<file path="config.mk">
export PLATFORM = sky130hd
export DESIGN_NAME = thread_pc_ctrl
export DESIGN_NICKNAME = d
export VERILOG_FILES = /design/src/rtl/common.sv /design/src/rtl/thread_pc_slot.sv /design/src/rtl/thread_pc_ctrl.sv
export SDC_FILE = /design/constraint.sdc
export NUM_CORES = 1
export LEC_CHECK = 0
export ABC_AREA = 1
export CAP_MARGIN = 30
export CORE_ASPECT_RATIO = 2
export CORE_MARGIN = 1.5
export CORE_UTILIZATION = 42
export DETAILED_ROUTE_END_ITERATION = 12
export DONT_BUFFER_PORTS = 1
export GPL_TIMING_DRIVEN = 0
export MAX_ROUTING_LAYER = met4
export PLACE_DENSITY = 0.71
export SYNTH_ARGS = -nofsm -noshare
export SYNTH_HDL_FRONTEND = slang
export SYNTH_SLANG_ARGS = --single-unit
</file>
<file path="constraint.sdc">
create_clock -name clk -period 1.5 [get_ports clk]
set_input_delay 0.45 -clock clk [delete_from_list [all_inputs] [get_ports clk]]
set_output_delay 0.45 -clock clk [all_outputs]
set_load 0.05 [all_outputs]
</file>
<file path="src/rtl/common.sv">
// Shared types and constants for the per-thread PC controller.
package common;

    localparam int n_threads = 4;

    typedef logic [31:0] vptr_t;
    typedef logic [$clog2(n_threads)-1:0] threadid_t;

    typedef enum logic {
        RUN  = 1'b0,
        WAIT = 1'b1
    } pc_state_t;

    localparam vptr_t RESET_PC   = 32'h0000_1000;
    localparam vptr_t EXC_VECTOR = 32'h0000_2000;

endpackage

</file>
<file path="src/rtl/thread_pc_slot.sv">
// One hardware thread's fetch PC, saved exception PC, privilege mode,
// redirect epoch and RUN/WAIT fetch state. Event inputs are already
// decoded for this thread by the parent.
module thread_pc_slot
    import common::*;
#(
    parameter vptr_t PC_INIT = RESET_PC,
    parameter vptr_t PC_TRAP = EXC_VECTOR
) (
    input  logic  clk,
    input  logic  rst,
    input  logic  fetch_en,
    input  logic  fetch_miss,
    input  logic  refill_en,
    input  logic  br_en,
    input  vptr_t br_target,
    input  logic  exc_en,
    input  vptr_t exc_pc,
    input  logic  eret_en,
    output vptr_t pc,
    output vptr_t epc,
    output logic  mode,
    output logic  epoch,
    output logic  ready
);

    pc_state_t state_q;
    pc_state_t state_d;
    logic      redirect;

    assign redirect = exc_en | eret_en | br_en;

    // State register for the RUN/WAIT fetch machine
    always_ff @(posedge clk) begin
        if (rst) begin
            state_q <= RUN;
        end else begin
            state_q <= state_d;
        end
    end

    // Next state: any redirect cancels a wait, a miss parks the thread, a refill resumes it
    always_comb begin
        state_d = state_q;
        if (redirect) begin
            state_d = RUN;
        end else begin
            unique case (state_q)
                RUN:     if (fetch_en && fetch_miss) state_d = WAIT;
                WAIT:    if (refill_en) state_d = RUN;
                default: state_d = RUN;
            endcase
        end
    end

    // Thread may be scheduled only while it is not waiting on a refill
    always_comb begin
        ready = (state_q == RUN);
    end

    // PC, EPC, mode and epoch updates with priority exc > eret > br > sequential advance
    always_ff @(posedge clk) begin
        if (rst) begin
            pc    <= PC_INIT;
            epc   <= '0;
            mode  <= 1'b1;
            epoch <= 1'b0;
        end else if (exc_en) begin
            pc    <= PC_TRAP;
            epc   <= exc_pc;
            mode  <= 1'b1;
            epoch <= ~epoch;
        end else if (eret_en) begin
            pc    <= epc;
            mode  <= 1'b0;
            epoch <= ~epoch;
        end else if (br_en) begin
            pc    <= br_target & ~vptr_t'(3);
            epoch <= ~epoch;
        end else if (fetch_en && !fetch_miss && state_q == RUN) begin
            pc    <= pc + vptr_t'(4);
        end
    end

endmodule

</file>
<file path="src/rtl/thread_pc_ctrl.sv">
// Per-thread program-counter controller feeding the fetch stage. Decodes
// the thread-addressed event buses into per-thread strobes and instantiates
// one thread_pc_slot per hardware thread.
module thread_pc_ctrl
    import common::*;
#(
    parameter int    N_THREADS  = common::n_threads,
    parameter vptr_t RESET_PC   = common::RESET_PC,
    parameter vptr_t EXC_VECTOR = common::EXC_VECTOR
) (
    input  logic                 clk,
    input  logic                 rst,
    input  logic                 fetch_valid,
    input  threadid_t            fetch_thread,
    input  logic                 fetch_miss,
    input  logic                 refill_done,
    input  threadid_t            refill_thread,
    input  logic                 br_en,
    input  threadid_t            br_thread,
    input  vptr_t                br_target,
    input  logic                 exc_en,
    input  threadid_t            exc_thread,
    input  vptr_t                exc_pc,
    input  logic                 eret_en,
    input  threadid_t            eret_thread,
    output vptr_t                pc    [N_THREADS],
    output vptr_t                epc   [N_THREADS],
    output logic [N_THREADS-1:0] mode,
    output logic [N_THREADS-1:0] ready,
    output logic [N_THREADS-1:0] epoch
);

    for (genvar t = 0; t < N_THREADS; t++) begin : g_slot
        localparam threadid_t TID = threadid_t'(t);

        thread_pc_slot #(
            .PC_INIT (RESET_PC),
            .PC_TRAP (EXC_VECTOR)
        ) u_slot (
            .clk        (clk),
            .rst        (rst),
            .fetch_en   (fetch_valid && (fetch_thread == TID)),
            .fetch_miss (fetch_miss),
            .refill_en  (refill_done && (refill_thread == TID)),
            .br_en      (br_en && (br_thread == TID)),
            .br_target  (br_target),
            .exc_en     (exc_en && (exc_thread == TID)),
            .exc_pc     (exc_pc),
            .eret_en    (eret_en && (eret_thread == TID)),
            .pc         (pc[t]),
            .epc        (epc[t]),
            .mode       (mode[t]),
            .epoch      (epoch[t]),
            .ready      (ready[t])
        );
    end

endmodule

</file>
==> metrics.cfg <==
[run_status]
status=finished with violations
violations=negative setup slack

[timing]
period_needed_ps=1780
relSlewSlack_pct=46.4
slew_viol_final=0
fmax_mhz=560
setup_tns_ps=-16380
setup_violations=175
fin_ws_ps=-284
rsz0062_at_grt=true
hold_violations=0
tightest_slew_ps=798
finalCritPeriodShare_pct=119
final.setup_skew_ps=14.7

[global_routing]
grt-ovfl-total=0
grt_pass1_wl_mm=111
grt_pass1_vias=17000
antenna_found_initial=2
track_usage_pct=42.1
grt_max_degree=16

[pwr]
powerDensity_nw_per_um2=920
p_leak_nw=8.28
ir_worst_vdd_v=0.000816
total_power_w=0.0190

[cts]
cts_buffer_depth=3
path_clk_slew_ps=70
cts_tree=yes
cts_sinks=268
postCtsHoldBufs=0
cts-htree-levels=1
clk-insertion-delay-late_ps=560
numCtsBuffers=26
ctsRootBufferMaster=clkbuf_16

[floorplanning]
io_pins=350
die_w_um=137
die-area_um2=37100
start_util_pct=42.4
core_area_um2=35600
die_h_um=271
fp-row-count=98

[finish]
fin_nets=2632
multi_input_comb_area_um2=10400
stdcell_area_um2=20700
area_growth_pct=37.1
drive_gt1_share_pct=34.5
register_area_um2=6340
fill_cells=3295
post-route-util_pct=58.1

[logic_synthesis]
yosysUniqueCellTypes=40
netlist.area_leader.share_pct=35.6
yosysWarnings=0
synth_area_um2=15100
synth_nets=2523
ys.flop_type=dfxtp_1
ys_seq_elements=268
ys_top_cells_by_count=628 x nand2_1, 334 x nor2_1, 331 x a21oi_1
synthCells=2437
async_reset_ff_share_pct=0
synth.yosys.seq_area_share_pct=35.6
synth_top_cell_by_area=dfxtp_1
synth.top_cells.by_area=dfxtp_1 36%, nand2_1 16%, a21oi_1 11%
synth_most_common_cell=nand2_1
synth.avg_cell_area_um2=6.18
synth-edff-count=0

[routing]
wl_per_cell_um=26.2
viasPerCell=5.92
ant_nets=0
wirelength_mm=79.2
dr_total_vias=17900
drtPass1Iterations=6
drt_iter0_drc=1570
drc=0

[setup_path]
crit_required_ps=1950
start_kind=register
critical_path_peak_fanout=5
crit_arrival_ps=2230
path_class=register to register
end_kind=register

[placed_design]
dp_hpwl_mm=59.4
gp_congestion=1.00
placed_area_um2=16000
dpl_worst_slack_ps=-605
portBuffers=0

[worst_hold_path]
worstHoldPathType=input pin to register

[job]
timing.max_cap.violations=0

state kept, by name, indices dropped and copies added, names as in the netlist:
name / flops
g_slot.u_slot.mode: 4
g_slot.u_slot.state_q: 4
g_slot.u_slot.pc: 128
g_slot.u_slot.epc: 128
g_slot.u_slot.epoch: 4
routing by layer:
metal	part of all wire (%)	GRT usage [%]	routed length [um]	vias to the layer above
li1	-	-	-	8150
met2	47	66.9	37000	1060
met5	0	-	0	-
met3	9.3	10.8	7360	452
met4	13	41.2	10000	0
met1	31	40.1	24800	8221
cells in the final DEF, fill, tap and decap left out, types with 9 or more instances in the layout:
cell	n
buf_6	40
nand2_2	81
inv_2	21
nor2_4	89
nand3_4	10
dfxtp_4	257
nor2_2	44
buf_2	23
clkbuf_16	30
buf_4	46
nand3_2	39
nand2_4	63
clkbuf_1	80
nand3b_1	10
o21ai_1	38
inv_4	11
inv_1	185
nand2_1	485
buf_8	10
o21ai_0	224
xor2_1	17
nand4_1	9
a21oi_1	292
xnor2_2	9
nand3_1	64
o21bai_1	13
dfxtp_2	11
o211ai_1	18
a21oi_2	39
nor2_1	213
kinds of logic after synthesis:
family / share of synthesized area (%)
buf+inv: 9.40
xor+xnor: 1.92
flops: 35.6
simple gates: 30.2
compound gates: 22.5
fa+ha+maj: 0.332
repair_timing:
item / in CTS / in global routing
gates cloned: 0 / 0
setup endpoints to repair: 338 / 203
pin swaps: 89 / 167
buffers inserted: 49 / 38
resized for setup: 755 / 301
metrics by stage:
| stage | instances | hold slack (ps) |
|---|---|---|
| after floorplan | 2437 | 420 |
| after global placement | 2887 | 435 |
| after detailed placement | 2888 | 448 |
| after CTS | 2985 | 15.1 |
| after global routing | 3020 | 27.9 |
| final | 3023 | 21.4 |
layout make-up:
type	count	area share, %
Sequential cell	268	30.7
Inverter	222	4.23
Multi-Input combinational cell	1818	50.5
Clock buffer	42	4.14
Clock inverter	6	0.303
Timing Repair Buffer	81	3.90
Buffer	129	3.39
Antenna cell	7	0.0848
Tap cell	450	2.72
power breakdown:
part	internal, W	switching, W	leakage [nW]
Clock	0.00409	0.00306	0.454
Sequential	0.00733	0.00202	2.38
Combinational	0.000826	0.00170	5.45
Total	0.0122	0.00677	8.28
final timing paths:
kind,startpoint,endpoint,slack (ps),cells past startpoint
hold / removal,exc_pc[4],g_slot[3].u_slot.epc[4],20,2
hold reg to reg,g_slot[1].u_slot.epoch,g_slot[1].u_slot.epoch,470,1
setup reg to reg,g_slot[2].u_slot.pc[2],g_slot[2].u_slot.pc[26],-280,11
setup / recovery,g_slot[2].u_slot.pc[2],g_slot[2].u_slot.pc[26],-280,11
critical path, stage by stage (launching register included):
cell and delay [ps]:
dfxtp_4 490, ha_4 190, inv_4 40, nor2_4 190
buf_6 140, nand3_4 120, nor2_4 160, nand2_1 70
nand2_1 70, nand3_2 70, nand2_2 100, a21oi_2 50
No activity file was read; power rests on OpenSTA's default activity.
